==> src/rtl/cdc_hsk_pkg.sv <==
// Shared types and helpers for the cdc_handshake source-side controller.
package cdc_hsk_pkg;

    typedef enum logic [1:0] {
        HSK_IDLE,
        HSK_SEND,
        HSK_RELEASE
    } hsk_state_e;

    // Occupancy counter width: must represent 0..depth inclusive.
    function automatic int unsigned level_width(input int unsigned depth);
        return $clog2(depth) + 1;
    endfunction

endpackage

==> src/rtl/hsk_src_fifo.sv <==
// Small register-based FIFO buffering producer words ahead of the handshake FSM.
module hsk_src_fifo
    import cdc_hsk_pkg::*;
#(
    parameter int unsigned DATA_WIDTH = 16,
    parameter int unsigned FIFO_DEPTH = 4
) (
    input  logic                                 clk_i,
    input  logic                                 rst_ni,
    input  logic                                 push,
    input  logic [DATA_WIDTH-1:0]                wdata,
    input  logic                                 pop,
    output logic [DATA_WIDTH-1:0]                head,
    output logic                                 full,
    output logic                                 empty,
    output logic [level_width(FIFO_DEPTH)-1:0]   level
);

    localparam int unsigned PtrW   = $clog2(FIFO_DEPTH);
    localparam int unsigned LevelW = level_width(FIFO_DEPTH);

    logic [DATA_WIDTH-1:0] mem_q [FIFO_DEPTH];
    logic [PtrW-1:0]       wr_ptr_q;
    logic [PtrW-1:0]       rd_ptr_q;
    logic [LevelW-1:0]     level_q;
    logic                  push_en;
    logic                  pop_en;

    assign full    = (level_q == LevelW'(FIFO_DEPTH));
    assign empty   = (level_q == '0);
    assign push_en = push && !full;
    assign pop_en  = pop && !empty;
    assign head    = mem_q[rd_ptr_q];
    assign level   = level_q;

    // Payload storage needs no reset; validity is tracked by level_q.
    always_ff @(posedge clk_i) begin
        if (push_en) begin
            mem_q[wr_ptr_q] <= wdata;
        end
    end

    // Power-of-two depth lets the pointers wrap by natural overflow.
    always_ff @(posedge clk_i or negedge rst_ni) begin
        if (!rst_ni) begin
            wr_ptr_q <= '0;
            rd_ptr_q <= '0;
            level_q  <= '0;
        end else begin
            if (push_en) begin
                wr_ptr_q <= wr_ptr_q + 1'b1;
            end
            if (pop_en) begin
                rd_ptr_q <= rd_ptr_q + 1'b1;
            end
            unique case ({push_en, pop_en})
                2'b10:   level_q <= level_q + LevelW'(1);
                2'b01:   level_q <= level_q - LevelW'(1);
                default: level_q <= level_q;
            endcase
        end
    end

endmodule

==> src/rtl/cdc_hsk_src_ctrl.sv <==
// Source-domain driver for cdc_handshake: FIFO-buffered 4-phase send/rcv sequencer.
// Optional handshake timeout flag enabled by defining CDC_HSK_SRC_TIMEOUT_EN.
module cdc_hsk_src_ctrl
    import cdc_hsk_pkg::*;
#(
    parameter int unsigned DATA_WIDTH     = 16,
    parameter int unsigned FIFO_DEPTH     = 4,
    parameter int unsigned TIMEOUT_CYCLES = 1024
) (
    input  logic                                 clk_i,
    input  logic                                 rst_ni,
    input  logic [DATA_WIDTH-1:0]                in_data_i,
    input  logic                                 in_valid_i,
    output logic                                 in_ready_o,
    output logic [DATA_WIDTH-1:0]                hsk_data_o,
    output logic                                 hsk_send_o,
    input  logic                                 hsk_rcv_i,
    output logic [level_width(FIFO_DEPTH)-1:0]   level_o,
    output logic                                 busy_o,
    output logic                                 err_timeout_o
);

    hsk_state_e            state_q, state_d;
    logic                  send_q, send_d;
    logic [DATA_WIDTH-1:0] data_q, data_d;

    logic                                fifo_pop;
    logic [DATA_WIDTH-1:0]               fifo_head;
    logic                                fifo_full;
    logic                                fifo_empty;
    logic [level_width(FIFO_DEPTH)-1:0]  fifo_level;

    hsk_src_fifo #(
        .DATA_WIDTH (DATA_WIDTH),
        .FIFO_DEPTH (FIFO_DEPTH)
    ) u_fifo (
        .clk_i  (clk_i),
        .rst_ni (rst_ni),
        .push   (in_valid_i),
        .wdata  (in_data_i),
        .pop    (fifo_pop),
        .head   (fifo_head),
        .full   (fifo_full),
        .empty  (fifo_empty),
        .level  (fifo_level)
    );

    // A stale rcv (e.g. left over across a reset) must fall before a new send starts.
    always_comb begin
        state_d  = state_q;
        send_d   = send_q;
        data_d   = data_q;
        fifo_pop = 1'b0;
        unique case (state_q)
            HSK_IDLE: begin
                if (!fifo_empty && !hsk_rcv_i) begin
                    fifo_pop = 1'b1;
                    data_d   = fifo_head;
                    send_d   = 1'b1;
                    state_d  = HSK_SEND;
                end
            end
            HSK_SEND: begin
                if (hsk_rcv_i) begin
                    send_d  = 1'b0;
                    state_d = HSK_RELEASE;
                end
            end
            HSK_RELEASE: begin
                if (!hsk_rcv_i) begin
                    state_d = HSK_IDLE;
                end
            end
            default: begin
                send_d  = 1'b0;
                state_d = HSK_IDLE;
            end
        endcase
    end

    always_ff @(posedge clk_i or negedge rst_ni) begin
        if (!rst_ni) begin
            state_q <= HSK_IDLE;
            send_q  <= 1'b0;
            data_q  <= '0;
        end else begin
            state_q <= state_d;
            send_q  <= send_d;
            data_q  <= data_d;
        end
    end

    assign in_ready_o = !fifo_full;
    assign hsk_data_o = data_q;
    assign hsk_send_o = send_q;
    assign level_o    = fifo_level;
    assign busy_o     = (state_q != HSK_IDLE) || (fifo_level != '0);

`ifdef CDC_HSK_SRC_TIMEOUT_EN
    localparam int unsigned CntW = $clog2(TIMEOUT_CYCLES + 1);

    logic [CntW-1:0] tmo_cnt_q, tmo_cnt_d;
    logic            err_q, err_d;

    // Counter saturates so a very long SEND cannot wrap; the flag is sticky anyway.
    always_comb begin
        tmo_cnt_d = tmo_cnt_q;
        err_d     = err_q;
        if (state_q == HSK_IDLE && state_d == HSK_SEND) begin
            tmo_cnt_d = '0;
        end else if (state_q == HSK_SEND) begin
            if (tmo_cnt_q == CntW'(TIMEOUT_CYCLES - 1)) begin
                err_d = 1'b1;
            end
            if (tmo_cnt_q != CntW'(TIMEOUT_CYCLES)) begin
                tmo_cnt_d = tmo_cnt_q + 1'b1;
            end
        end
    end

    always_ff @(posedge clk_i or negedge rst_ni) begin
        if (!rst_ni) begin
            tmo_cnt_q <= '0;
            err_q     <= 1'b0;
        end else begin
            tmo_cnt_q <= tmo_cnt_d;
            err_q     <= err_d;
        end
    end

    assign err_timeout_o = err_q;
`else
    logic unused_timeout_cfg;
    assign unused_timeout_cfg = ^32'(TIMEOUT_CYCLES);
    assign err_timeout_o      = 1'b0;
`endif

endmodule

==> config.mk <==
export PLATFORM = sky130hd
export DESIGN_NAME = cdc_hsk_src_ctrl
export DESIGN_NICKNAME = d
export VERILOG_FILES = /design/src/rtl/cdc_hsk_pkg.sv /design/src/rtl/hsk_src_fifo.sv /design/src/rtl/cdc_hsk_src_ctrl.sv
export SDC_FILE = /design/constraint.sdc
export NUM_CORES = 1
export LEC_CHECK = 0
export CAP_MARGIN = 20
export CORE_MARGIN = 2
export CORE_UTILIZATION = 35
export CTS_BUF_LIST = sky130_fd_sc_hd__clkbuf_2 sky130_fd_sc_hd__clkbuf_4 sky130_fd_sc_hd__clkbuf_8
export DETAILED_ROUTE_END_ITERATION = 8
export PLACE_DENSITY = 0.54
export SYNTH_ARGS = -nofsm -noshare
export SYNTH_HDL_FRONTEND = slang
export SYNTH_SLANG_ARGS = --single-unit
export TNS_END_PERCENT = 5
==> constraint.sdc <==
create_clock -name clk_i -period 2.4 [get_ports clk_i]
set_clock_uncertainty 0.05 [all_clocks]
set_input_delay 0.48 -clock clk_i [delete_from_list [all_inputs] [get_ports clk_i]]
set_output_delay 0.48 -clock clk_i [all_outputs]
set_load 0.02 [all_outputs]
### After elaboration in Yosys (flattened, before gate mapping)

Memories as Yosys holds them, arrays and structs flattened. A register that Yosys moved wholly into a read port is not among the register bits.
Cells that the tools add are included.

| storage, ports and cells | value |
|---|---|
| register bits after elaboration | 10 |
| bits in writable memories | 64 |
| input port bits | 20 |
| output and inout port bits | 23 |
| logic and storage cells | 47 |
| memories kept | 1 |

Memories:

| name | depth | bits a word | rd ports | clocked after Yosys merged registers in | wr ports | RTL line | source |
|---|---|---|---|---|---|---|---|
| u_fifo.mem_q | 4 | 16 | 1 | 1 | 1 | hsk_src_fifo.sv:22 | `logic [DATA_WIDTH-1:0] mem_q [FIFO_DEPTH];` |

| cells by class | value |
|---|---|
| $add $sub $neg | 4 |
| equal/unequal tests | 8 |
| multiplexer cells | 12 |
| bitwise operators | 1 |
| reductions and logical operators | 16 |

Operator list:

| kind | count |
|---|---|
| $mux 1 | 6 |
| $mux 2 | 3 |
| $ne 2x2->1 const B | 3 |
| $pmux 2 s3 | 1 |
| $pmux 3 s2 | 1 |
| $reduce_and 3->1 | 2 |
| $add 2x1->2 const B | 2 |
| $eq 2x1->1 const B | 2 |
| $eq 2x2->1 const B | 2 |
| $logic_not 1->1 | 4 |
| $reduce_bool 2->1 | 2 |
| $add 3x1->3 const B | 1 |
| $eq 3x3->1 const B | 1 |
| $logic_and 1x1->1 | 3 |
| $logic_not 3->1 | 1 |
| $pmux 1 s3 | 1 |
| $reduce_bool 3->1 | 1 |
| $sub 3x1->3 const B | 1 |
| $logic_not 2->1 | 1 |
| $reduce_and 2->1 | 1 |
| $logic_or 1x1->1 | 1 |
| $not 1->1 | 1 |

### Longest topological paths before layout

| logic depth | value |
|---|---|
| depth in word-level cells | 8 |
| depth in mapped cells | 10 |
| mapped depth without buffers | 9 |

### By module

A second synthesis with hierarchy kept.

| unflattened totals | value |
|---|---|
| cell total of the unflattened synthesis | 171 |
| area total of the unflattened synthesis | 3,537.1 µm² |

By module, submodules not included:

| module | instances | cells each | area an instance (µm²) | sequential area each (µm²) |
|---|---|---|---|---|
| hsk_src_fifo | 1 | 121 | 2,775.2 | 2,097.0 |
| cdc_hsk_src_ctrl | 1 | 50 | 762.0 | 475.5 |

### Worst setup path before layout

OpenSTA, ideal clock, no wires.

| path | value |
|---|---|
| path type | flip-flop to flip-flop |
| start point | reg u_fifo.level_q[0], in the netlist u_fifo.level[0] |
| end point | reg u_fifo.level_q[2], in the netlist u_fifo.level[2] |
| library setup time | 0.080 ns |
| arrival | 2.230 ns |
| required time | 2.270 ns |
| slack | 0.040 ns |
| stages on the path, launching flop included | 10 |
| buffers on the path | 0 |
| period minus slack after synthesis | 2.360 ns |
| path through | dfrtp_1 -> or3b_1 -> and2_4 -> inv_1 -> ha_1 -> inv_1 -> fa_1 -> xor2_1 -> nor2_1 -> xor2_1 |

| between the ends | value |
|---|---|
| elaborated cells between the ends (all ways) | 15 |
| those cells by class | add/sub (2); eq/ne (3); mux (3); reduce/logical (7) |

RTL lines:

| item | RTL line | source |
|---|---|---|
| start: declaration | hsk_src_fifo.sv:25 | `logic [LevelW-1:0] level_q;` |
| start signal: assignment | hsk_src_fifo.sv:57 | `2'b10: level_q <= level_q + LevelW'(1);` |
| start signal: assignment | hsk_src_fifo.sv:58 | `2'b01: level_q <= level_q - LevelW'(1);` |
| start signal: assignment | hsk_src_fifo.sv:59 | `default: level_q <= level_q;` |
| $eq 3x3->1 * | hsk_src_fifo.sv:29 | `assign full = (level_q == LevelW'(FIFO_DEPTH));` |
| $logic_not 1->1 * | - |  |
| via in_ready_o | cdc_hsk_src_ctrl.sv:14 | `output logic in_ready_o,` |
| $logic_and 1x1->1 * | hsk_src_fifo.sv:31 | `assign push_en = push && !full;` |
| $eq 2x1->1 or $eq 2x2->1 (tied branches) | hsk_src_fifo.sv:56 | `unique case ({push_en, pop_en})` |
| $pmux 3 s2 or $reduce_bool 2->1 (tied branches) | - |  |

Mark *: on every way through the listed nets, which the timed path passes. The rest lies on a longest branch.
A chain may end at the register's enable or synchronous reset.

### Final worst setup path

| path | value |
|---|---|
| start point | reg u_fifo.level_q[0], in the netlist u_fifo.level[0] |
| end point | reg u_fifo.level_q[2], in the netlist u_fifo.level[2] |

| between the ends | value |
|---|---|
| word-level cells in the longest chain between the ends | 8 |
| elaborated cells between the ends (all ways) | 15 |
| those cells by class | add/sub (2); eq/ne (3); mux (3); reduce/logical (7) |

RTL lines:

| item | RTL line | source |
|---|---|---|
| $logic_not 3->1 | hsk_src_fifo.sv:30 | `assign empty = (level_q == '0);` |
| $logic_not 1->1 | hsk_src_fifo.sv:32, cdc_hsk_src_ctrl.sv:56 |  |
| $logic_and 1x1->1 | cdc_hsk_src_ctrl.sv:56 | `if (!fifo_empty && !hsk_rcv_i) begin` |
| $mux 1 | cdc_hsk_src_ctrl.sv:56 |  |
| $mux 1 | cdc_hsk_src_ctrl.sv:54 | `unique case (state_q)` |
| $logic_and 1x1->1 | hsk_src_fifo.sv:32 | `assign pop_en = pop && !empty;` |
| $eq 2x1->1 or $eq 2x2->1 (tied branches) | hsk_src_fifo.sv:56 |  |
| $pmux 3 s2 or $reduce_bool 2->1 (tied branches) | - |  |

Several ways; a longest one is shown, not always the timed one.

==> metrics.md <==
| Metric | Value |
|---|---|
| Period minus WS final | 2.240 ns |
| Fin crit share | 93.32% |
| Pwr/cell area | about 1200 nW/µm² |
| Asr flop ratio synth | 28.89% |
| Via/cell ratio | 4.528 |
| Fillers | 886 |
| Distinct cells, synth | 27 |
| GRT Total Usage | 12.12% |
| Req. time, crit path | 2.63 ns |
| Critical path class | reg -> reg |
| P_int | between 3 and 4 mW |
| Sequential-to-total area share from yosys stat | 73.61% |
| Drt total wl | 6.045 mm |
| Run status | finished, final reports clean |
| Setup Total Neg Slack | 0 ns |
| Global-route wire length before repair | roughly 9.7 mm |
| Largest net degree at the start of global routing | 27 |
| Psw | around 1.6 mW |
| Max Slew Vio Count | 0 |
| Initial antenna violation count | 0 |
| Hold-fix buffers at CTS | 0 |
| YS warnings | 0 |
| DIE WIDTH | 103.9 µm |
| Hold WC Path Type | reg -> reg |
| Clock latency on the worst-skew pair | between 0.3 and 0.4 ns |
| Mapped Cells | 170 |
| Die footprint | 10800 µm² |
| Site row count | 36 |
| Post-synth EDFFs | 64 |
| Placer Congestion | around 0.7 |
| Clock network fraction of design power | 19.4% |
| Worst Path Max Fanout | 6 |
| Port Buffers | 41 |
| Die Y | slightly above 100 µm |
| CTS root buf | clkbuf_8 |
| Initial DRC Count | 52 |
| I/O pin cnt | 43 |
| Mean Syn Cell Area | 20.56 µm² |
| RSZ-0062 raised after global routing | false |
| Sequential power share | 44.5% |
| Leak Pwr | 1.579 nW |
| Final HPWL DP | 3.657 mm |
| Final setup fails | 0 |
| NumNets Final | 251 |
| CTS H-tree depth | 3 |
| Clk pin slew, worst setup/hold paths | 0.08 ns |
| Max_cap viols | 0 |
| Via count | 1639 |
| Initial Util | between 30% and 40% |
| CP endpoint kind | flip-flop |
| Core outline area | 9729 µm² |
| DRC viols | 0 |
| Comb pwr share | 36.1% |
| Avg WL per Cell | around 17 µm |
| Tot Pwr | 5.304 mW |
| Seq cells post-synth | 90 |
| Share of post-route cells with drive strength above 1 | 24.89% |
| Critical Path AT | 2.47 ns |
| VDD IR max | 639.8 µV |
| # clock sinks | 90 |
| Clock Path Buffers | 2 |
| # diodes | 0 |
| DR pass1 iterations | 4 |
| Post-Syn Area | 3495 µm² |
| Peak Freq | 446.5 MHz |
| Primary FF master, synth | edfxtp_1 |
| CTS tree | built |
| Layout area overhead | 22.70% |
| Syn_nets | 196 |
| Grt ovf | 0 |
| Sw Share | 30.15% |
| CTS Buf Count | 9 |
| Worst setup SP type | flip-flop |
| Number of global-route vias before repair | 1759 |
| DRT antenna net count | 0 |
| Fin. Hold Viols | 0 |
layout by cell type (no fill, tap or decap), types with 5 or more instances in the layout:
master            n
mux4_2           11
clkdlybuf4s50_1  39
edfxtp_1         64
mux4_1            5
mux2_2           17
ha_1              5
dfrtp_1          26
inv_1             7
clkbuf_8         11
buf_4            10
worst max-delay path: stages (launching register included):
cell and delay [ns]:
dfrtp_1 0.44, or3b_4 0.44, and2_4 0.19, inv_1 0.05, ha_1 0.16, inv_1 0.06, fa_1 0.37, xor2_1 0.15
nor2_1 0.11, xor2_1 0.15
power by group through the flow:
stage / clock network (mW) / registers, mW / logic (mW)
after floorplan: 0 / 2.54 / 1.09
after global placement: 0 / 2.38 / 1.95
after detailed placement: 0 / 2.39 / 1.96
after CTS: 1.06 / 2.36 / 1.97
after global routing: 1.12 / 2.41 / 2.08
final: 1.03 / 2.36 / 1.92
sequential cells by signal, summed over array words and instances, names as in the netlist:
name and count:
u_fifo.rd_ptr_q 2, hsk_data_o 16, u_fifo.mem_q 64, u_fifo.level 3
u_fifo.wr_ptr_q 2, hsk_send_o 1, state_q 2
per-stage QoR:
stage | hold slack [ns] | area (µm²) | worst slack [ns] | instances | util, %
2_1_floorplan | 0.1344 | 3495 | 0.04020 | 170 | -
3_3_place_gp | 0.4203 | 4084 | 0.07016 | 347 | 41.98
3_5_place_dp | 0.4198 | 4084 | 0.04260 | 347 | 41.98
4_1_cts | 0.4499 | 4288 | 0.01857 | 362 | 44.07
5_1_grt | 0.4729 | 4288 | 0.04266 | 362 | 44.07
6_report | 0.4412 | 4288 | 0.1604 | 362 | 44.07
cell usage after synthesis (2+ instances only):
cell	count	area (µm²)
dfrtp_1	26	650.6
ha_1	5	62.56
xnor2_1	4	35.03
nand2_1	4	15.01
mux4_1	5	131.4
nor2_1	2	7.510
mux4_2	11	247.7
mux2_2	17	191.4
xor2_1	3	26.28
buf_4	3	22.52
inv_1	7	26.28
and3_1	4	25.02
or3_1	2	12.51
edfxtp_1	64	1922
path summary, 6_finish.rpt:
check	slack (ns)	cells after the start	startpoint	end
min reg2reg	0.44	2	hsk_send_o$_DFFE_PN0P_	hsk_send_o$_DFFE_PN0P_
max	0.16	9	u_fifo.level[0]$_DFFE_PN0P_	u_fifo.level[2]$_DFFE_PN0P_
min in group asynchronous	0.47	2	rst_ni	hsk_data_o[7]$_DFFE_PN0N_
min	0.44	2	hsk_send_o$_DFFE_PN0P_	hsk_send_o$_DFFE_PN0P_
max reg2reg	0.16	9	u_fifo.level[0]$_DFFE_PN0P_	u_fifo.level[2]$_DFFE_PN0P_
max in group asynchronous	1.52	2	rst_ni	u_fifo.level[1]$_DFFE_PN0P_
logic make-up (layout without fill, tap and decap cells):
logic type | count (synthesis) | after routing | share of synthesized area (%)
muxes | 34 | 34 | 16.61
and+or+nand+nor | 17 | 17 | 2.864
buffers and inverters | 14 | 73 | 2.542
other | 1 | 1 | 0.1073
xor gates and xnor gates | 7 | 7 | 1.754
DFF | 90 | 90 | 73.61
AOI/OAI and AO/OA | 1 | 1 | 0.1431
adders and majority gates | 6 | 6 | 2.363
layer usage:
layer,up-vias,GRT usage (%),wire [µm]
met3,6,4.699,328
met5,-,0,0
li1,755,-,-
met1,838,15.38,2761
met2,40,19.45,2887
met4,0,3.475,68
cell type report:
type	count	area, µm²	share of cell area (%)
clock buffers	12	158.9	3.706
clock inverters	3	40.04	0.9338
inverters	7	26.28	0.6128
multi-input cells	66	840.8	19.61
flip-flops and latches	90	2572	59.99
well taps	133	166.4	3.881
repair buffers	51	483.0	11.26
timing repair:
| action | 4_1_cts | 5_1_grt |
|---|---|---|
| resized for setup | 3 | 3 |
| setup buffers | 0 | 0 |
| setup endpoints to repair | 1 | 3 |
Power figures use the tool's default switching activity.
==> patch 1, RTL diff (same flow settings) <==
Add a define of `CDC_HSK_SRC_TIMEOUT_EN`.
--- a/src/rtl/cdc_hsk_src_ctrl.sv
+++ b/src/rtl/cdc_hsk_src_ctrl.sv
@@ -2,2 +2,4 @@
 // Optional handshake timeout flag enabled by defining CDC_HSK_SRC_TIMEOUT_EN.
+`define CDC_HSK_SRC_TIMEOUT_EN
+
 module cdc_hsk_src_ctrl
Behaviour: no difference found for any inputs over 10 cycles, from zero or initial values and one cycle with rst_ni low; that may be too few to reach the edited logic, so the function may still have changed.
==> patch 1 against the original RTL <==
Final cell count increased by 23%; power up 7.0%; first-iteration DRC count increased by 15%; global-route usage hardly changed; design area is 17% higher; sequential cell count up 12; area after synthesis grew 20%; utilization is 0.63 points lower; die area increased by 19%; routed wire length increased by 20%; setup slack got worse by 0.030 ns; critical path type is now register to output port; highest routed layer unchanged.
==> patch 1: results (changes against the original RTL) <==
Run status
  • Outcome: finished clean

CTS
  • Source-to-sink clock delay at the later pin of the worst-skew pair: 0.36 ns
  • Max H-tree Level: 3 (unchanged)
  • Clk buf depth: 2 (unchanged)
  • Clock buffers created by TritonCTS: 9 (unchanged)
  • Clock edge transition at the registers on the reported setup and hold paths: 0.11 ns (+0.03 ns)
  • Root buffer cell: clkbuf_8

Final layout
  • # nets final: 325 (+29%)
  • Diodes inserted: 0 (unchanged)
  • Number of flip-flops under the largest register name: 64 (unchanged)
  • Register with the most flip-flops: u_fifo.mem_q
  • Ratio of cells with drive above 1 in the final layout: 24.2% (-0.72 points)

Setup path
  • Arrival time at the worst endpoint: 1.74 ns (-0.73 ns)
  • CP max stage delay: 0.54 ns (+0.10 ns)
  • Crit path max-delay cell type: clkdlybuf4s50_1
  • End of the critical path: busy_o
  • Worst flop-to-flop path endpoint: u_fifo.level[2]$_DFFE_PN0P_
  • CP Launch Point: u_fifo.level[0]$_DFFE_PN0P_
  • Beginning of the worst register-to-register path: u_fifo.level[1]$_DFFE_PN0P_
  • Critical path fanouts, max: 4 (-2)
  • Cell family with the largest share of critical-path delay: buffers and inverters
  • Setup slack of the worst register-to-register path: 0.18 ns (+0.02 ns)
  • Number of cells on the worst reg-to-reg path: 9 (unchanged)

Global route
  • Vias in the first global route: 2232 (+27%)
  • Initial antenna violation count: 0 (unchanged)
  • Largest net degree at the start of global routing: 39 (+44%)
  • Global-route usage over all layers: 12.2% (+0.046 points)
  • First-pass GRT wire length: 11900 um (+22%)

Yosys
  • Post-synthesis cell type count: 43 (+59%)
  • Sequential element share of the synthesized area: 68.7% (-5.0 points)
  • Dominant synthesized flop cell: edfxtp_1
  • Ranking of synthesized cells by instance count: edfxtp_1, dfrtp_1, mux4_2
  • Number of flops mapped to enable cells by yosys: 64 (unchanged)
  • Asr flop ratio synth: 37.3% (+8.4 points)
  • Syn nets: 264 (+35%)
  • Top cells by area, synth: edfxtp_1, dfrtp_1, mux4_2, mux2_2, ha_1
  • Yosys warning count: 0 (unchanged)

Timing
  • PnR worst setup slack: 0.131 ns (-0.0296 ns)
  • Worst-case headroom to the max-slew limit: 64.4%
  • Post-Route Hold Slack: 0.115 ns (-0.326 ns)

Place
  • Post-Place Worst Slack: -0.149 ns (-0.192 ns)
  • Detail Placement HPWL: 4560 um (+25%)
  • Buffers added on ports: 42 (+2.4%)
  • Final RePlAce weighted congestion: 0.725 (+5.7%)

Hold path
  • Worst min-delay path category: input port to asynchronous set/reset pin

Route
  • Number of DRC markers after the initial detailed-route iteration: 60 (+15%)
  • Via count: 2144 (+31%)
  • Detailed-route wire length: 7270 um (+20%)
  • Number of search-and-repair iterations in the first detailed-routing pass: 4 (unchanged)

Power and ir drop
  • Peak supply drop: 0.359 mV (-44%)
  • Leakage power of the design: 0.00185 uW (+17%)
patch 1: cell types whose count changed in the layout (fill, tap and decap cells not counted), moves of 3 or more:
cell      delta
dfrtp_1     +12
buf_4        +7
mux2i_1      +6
mux2_1       +5
mux2_2       -5
mux4_1       -5
mux4_2       +5
o21ai_0      +5
o21ai_1      +5
nand2_1      +4
a21oi_1      +3
nor4_1       +3
o21bai_1     +3
patch 1: what timing repair did:
action / 4_1_cts / 5_1_grt
setup endpoints to repair: 1 / 0
resized for setup: 1 / 0
hold buffers: 0 / 0
setup buffers: 0 / 0
endpoints found under the hold margin: 0 / 0
patch 1: logic make-up after synthesis:
kind of cell	synth area share, %
compound gates	4.22
xor+xnor	1.26
fa+ha+maj	2.57
buf+inv	2.69
flops	68.7
mux	14.9
simple gates	5.74
patch 1: metrics by stage:
| stage | std cells | power (uW) | area (um2) |
|---|---|---|---|
| floorplan | 236 | 3910 | 4180 |
| global placement | 429 | 4690 | 4830 |
| detailed placement | 429 | 4720 | 4830 |
| CTS | 445 | 5770 | 5020 |
| global route | 445 | 6030 | 5020 |
| finish | 445 | 5670 | 5020 |
patch 1: final cells by class:
type | count | area (um2)
fill | 1054 | 6540
sequential | 102 | 2870
multi-input combinational | 115 | 1200
timing repair buffer | 59 | 542
tap | 143 | 179
clock buffer | 10 | 131
clock inverter | 6 | 62.6
inverter | 10 | 37.5
patch 1: power by group:
part / switching (uW) / internal [uW] / total (uW)
Clock: 638 / 417 / 1050
Combinational: 1010 / 1050 / 2060
Sequential: 206 / 2350 / 2560
patch 1: per-layer routing:
layer	part of all wire, %	track usage (%)	wire length [um]
met3	3.6	2.25	263
met2	49	20.0	3560
met4	1.8	5.61	131
met1	46	15.8	3320
met5	0	0	0
==> patch 2, RTL diff (same flow settings) <==
Made on the original files. Register the output `level_o`, with the module's reset; this adds one clock of latency there. The other outputs are not delayed to match.
--- a/src/rtl/cdc_hsk_src_ctrl.sv
+++ b/src/rtl/cdc_hsk_src_ctrl.sv
@@ -95,3 +95,9 @@
     assign hsk_send_o = send_q;
-    assign level_o    = fifo_level;
+    always_ff @(posedge clk_i or negedge rst_ni) begin
+        if (!rst_ni) begin
+            level_o <= '0;
+        end else begin
+            level_o <= fifo_level;
+        end
+    end
     assign busy_o     = (state_q != HSK_IDLE) || (fifo_level != '0);
Function: changed (Yosys sat finds a counterexample within 4 cycles, from zero or initial values and one cycle with rst_ni low).
==> patch 2 against the original RTL <==
Power up 3.1%; critical path type is now register to output port; setup slack worse by 0.034 ns; design area up 3.9%; area after synthesis up 4.2%; routed wire length up 2.0%; combinational power up 3%; sequential cell count up 3; sequential power up 2%.
==> patch 2: results (changes against the original RTL) <==
Global route
  • First-pass GRT wire length: 9920 um (+2.0%)
  • Global-route usage over all layers: 12.0% (-0.14 points)
  • Initial antenna violation count: 0 (unchanged)
  • Vias in the first global route: 1826 (+3.8%)
  • Largest net degree at the start of global routing: 30 (+11%)

Yosys
  • Syn Inst Count: 172 (+1.2%)
  • Asr flop ratio synth: 31.2% (+2.3 points)
  • Top cells by area, synth: edfxtp_1, dfrtp_1, mux4_2, mux4_1, mux2_4
  • Ranking of synthesized cells by instance count: edfxtp_1, dfrtp_1, mux2_2, mux4_2, mux2_4
  • Post-synthesis cell type count: 32 (+19%)
  • Sequential element share of the synthesized area: 72.7% (-0.90 points)
  • Syn nets: 198 (+1.0%)
  • Yosys warning count: 0 (unchanged)

Place
  • Post-Place Worst Slack: 0.0400 ns (-0.00262 ns)
  • Detail Placement HPWL: 3750 um (+2.7%)
  • Final RePlAce weighted congestion: 0.663 (-3.2%)
  • Post-Place Cells: 355 (+2.3%)
  • Area post-placement: 4240 um2 (+3.8%)

Power and ir drop
  • Peak supply drop: 0.491 mV (-23%)
  • Proportion of power drawn by the clock network: 19.9% (+0.5 points)
  • Leakage power of the design: 0.00168 uW (+6.1%)
  • Post-layout total power: 5470 uW (+3.1%)
  • Switching Power: 1640 uW (+2.4%)
  • Combinational group power: 1980 uW (+3%)

Route
  • Number of search-and-repair iterations in the first detailed-routing pass: 4 (unchanged)
  • DR WL/cell: 16.6 um (-0.72%)
  • Via count: 1694 (+3.4%)
  • Post-detailed-route via-to-cell ratio: 4.55 (+0.58%)
  • Number of DRC markers after the initial detailed-route iteration: 52 (unchanged)

Setup path
  • Type of destination of the critical path: output port
  • CP max stage delay: 0.41 ns (-0.03 ns)
  • CP Launch Point: u_fifo.level[0]$_DFFE_PN0P_
  • End of the critical path: busy_o
  • Critical path fanouts, max: 4 (-2)
  • Setup slack of the worst register-to-register path: 0.21 ns (+0.05 ns)
  • Cell family with the largest share of critical-path delay: simple AND/OR/NAND/NOR gates
  • Worst flop-to-flop path endpoint: u_fifo.level[2]$_DFFE_PN0P_
  • Arrival time at the worst endpoint: 1.74 ns (-0.73 ns)

Final layout
  • # nets final: 257 (+2.4%)
  • Ratio of cells with drive above 1 in the final layout: 25.8% (+0.96 points)
  • Filler Cell Count: 914 (+3.2%)

Hold path
  • Startpoint of the worst hold path: u_fifo.level[1]$_DFFE_PN0P_
  • Worst hold path stage count: 0 (-2)
  • Min-Delay Endpoint: level_o[1]$_DFF_PN0_

CTS
  • Source-to-sink clock delay at the later pin of the worst-skew pair: 0.35 ns (about the same)

Timing
  • Post-Route Hold Slack: 0.380 ns (-0.0617 ns)
  • Post-route clock period utilization: 94.7% (+1.4 points)

Run status
  • Outcome: finished clean
## patch 2: area by class of cell
type,instances,area (um2),share of cell area (%)
Clock buffer,12,159,3.57
Inverter,7,26.3,0.590
Sequential cell,93,2650,59.4
Timing Repair Buffer,55,509,11.4
Tap cell,136,170,3.82
Multi-Input combinational cell,65,888,19.9
Clock inverter,4,55.1,1.24
## patch 2: cells by family after synthesis
| logic type | synth area share, % |
|---|---|
| flip-flops | 72.7 |
| other | 0.103 |
| buffers and inverters | 2.89 |
| adder cells (fa/ha/maj) | 2.27 |
| multiplexers | 17.0 |
| XOR/XNOR | 1.68 |
| AND/OR/NAND/NOR | 2.89 |
| AO/OA/AOI/OAI | 0.481 |
## patch 2: layer usage
metal  routed length (um)  vias to the layer above  global-route usage, %
li1                     -                      775                      -
met1                 2830                      865                   15.1
met2                 2980                       48                   19.7
met3                  322                        6                   4.35
met4                   38                        0                   3.10
met5                    0                        -                      0
## patch 2: timing repair
action,in CTS,in global routing
setup buffers,1,0
resized for setup,4,1
setup endpoints to repair,2,1
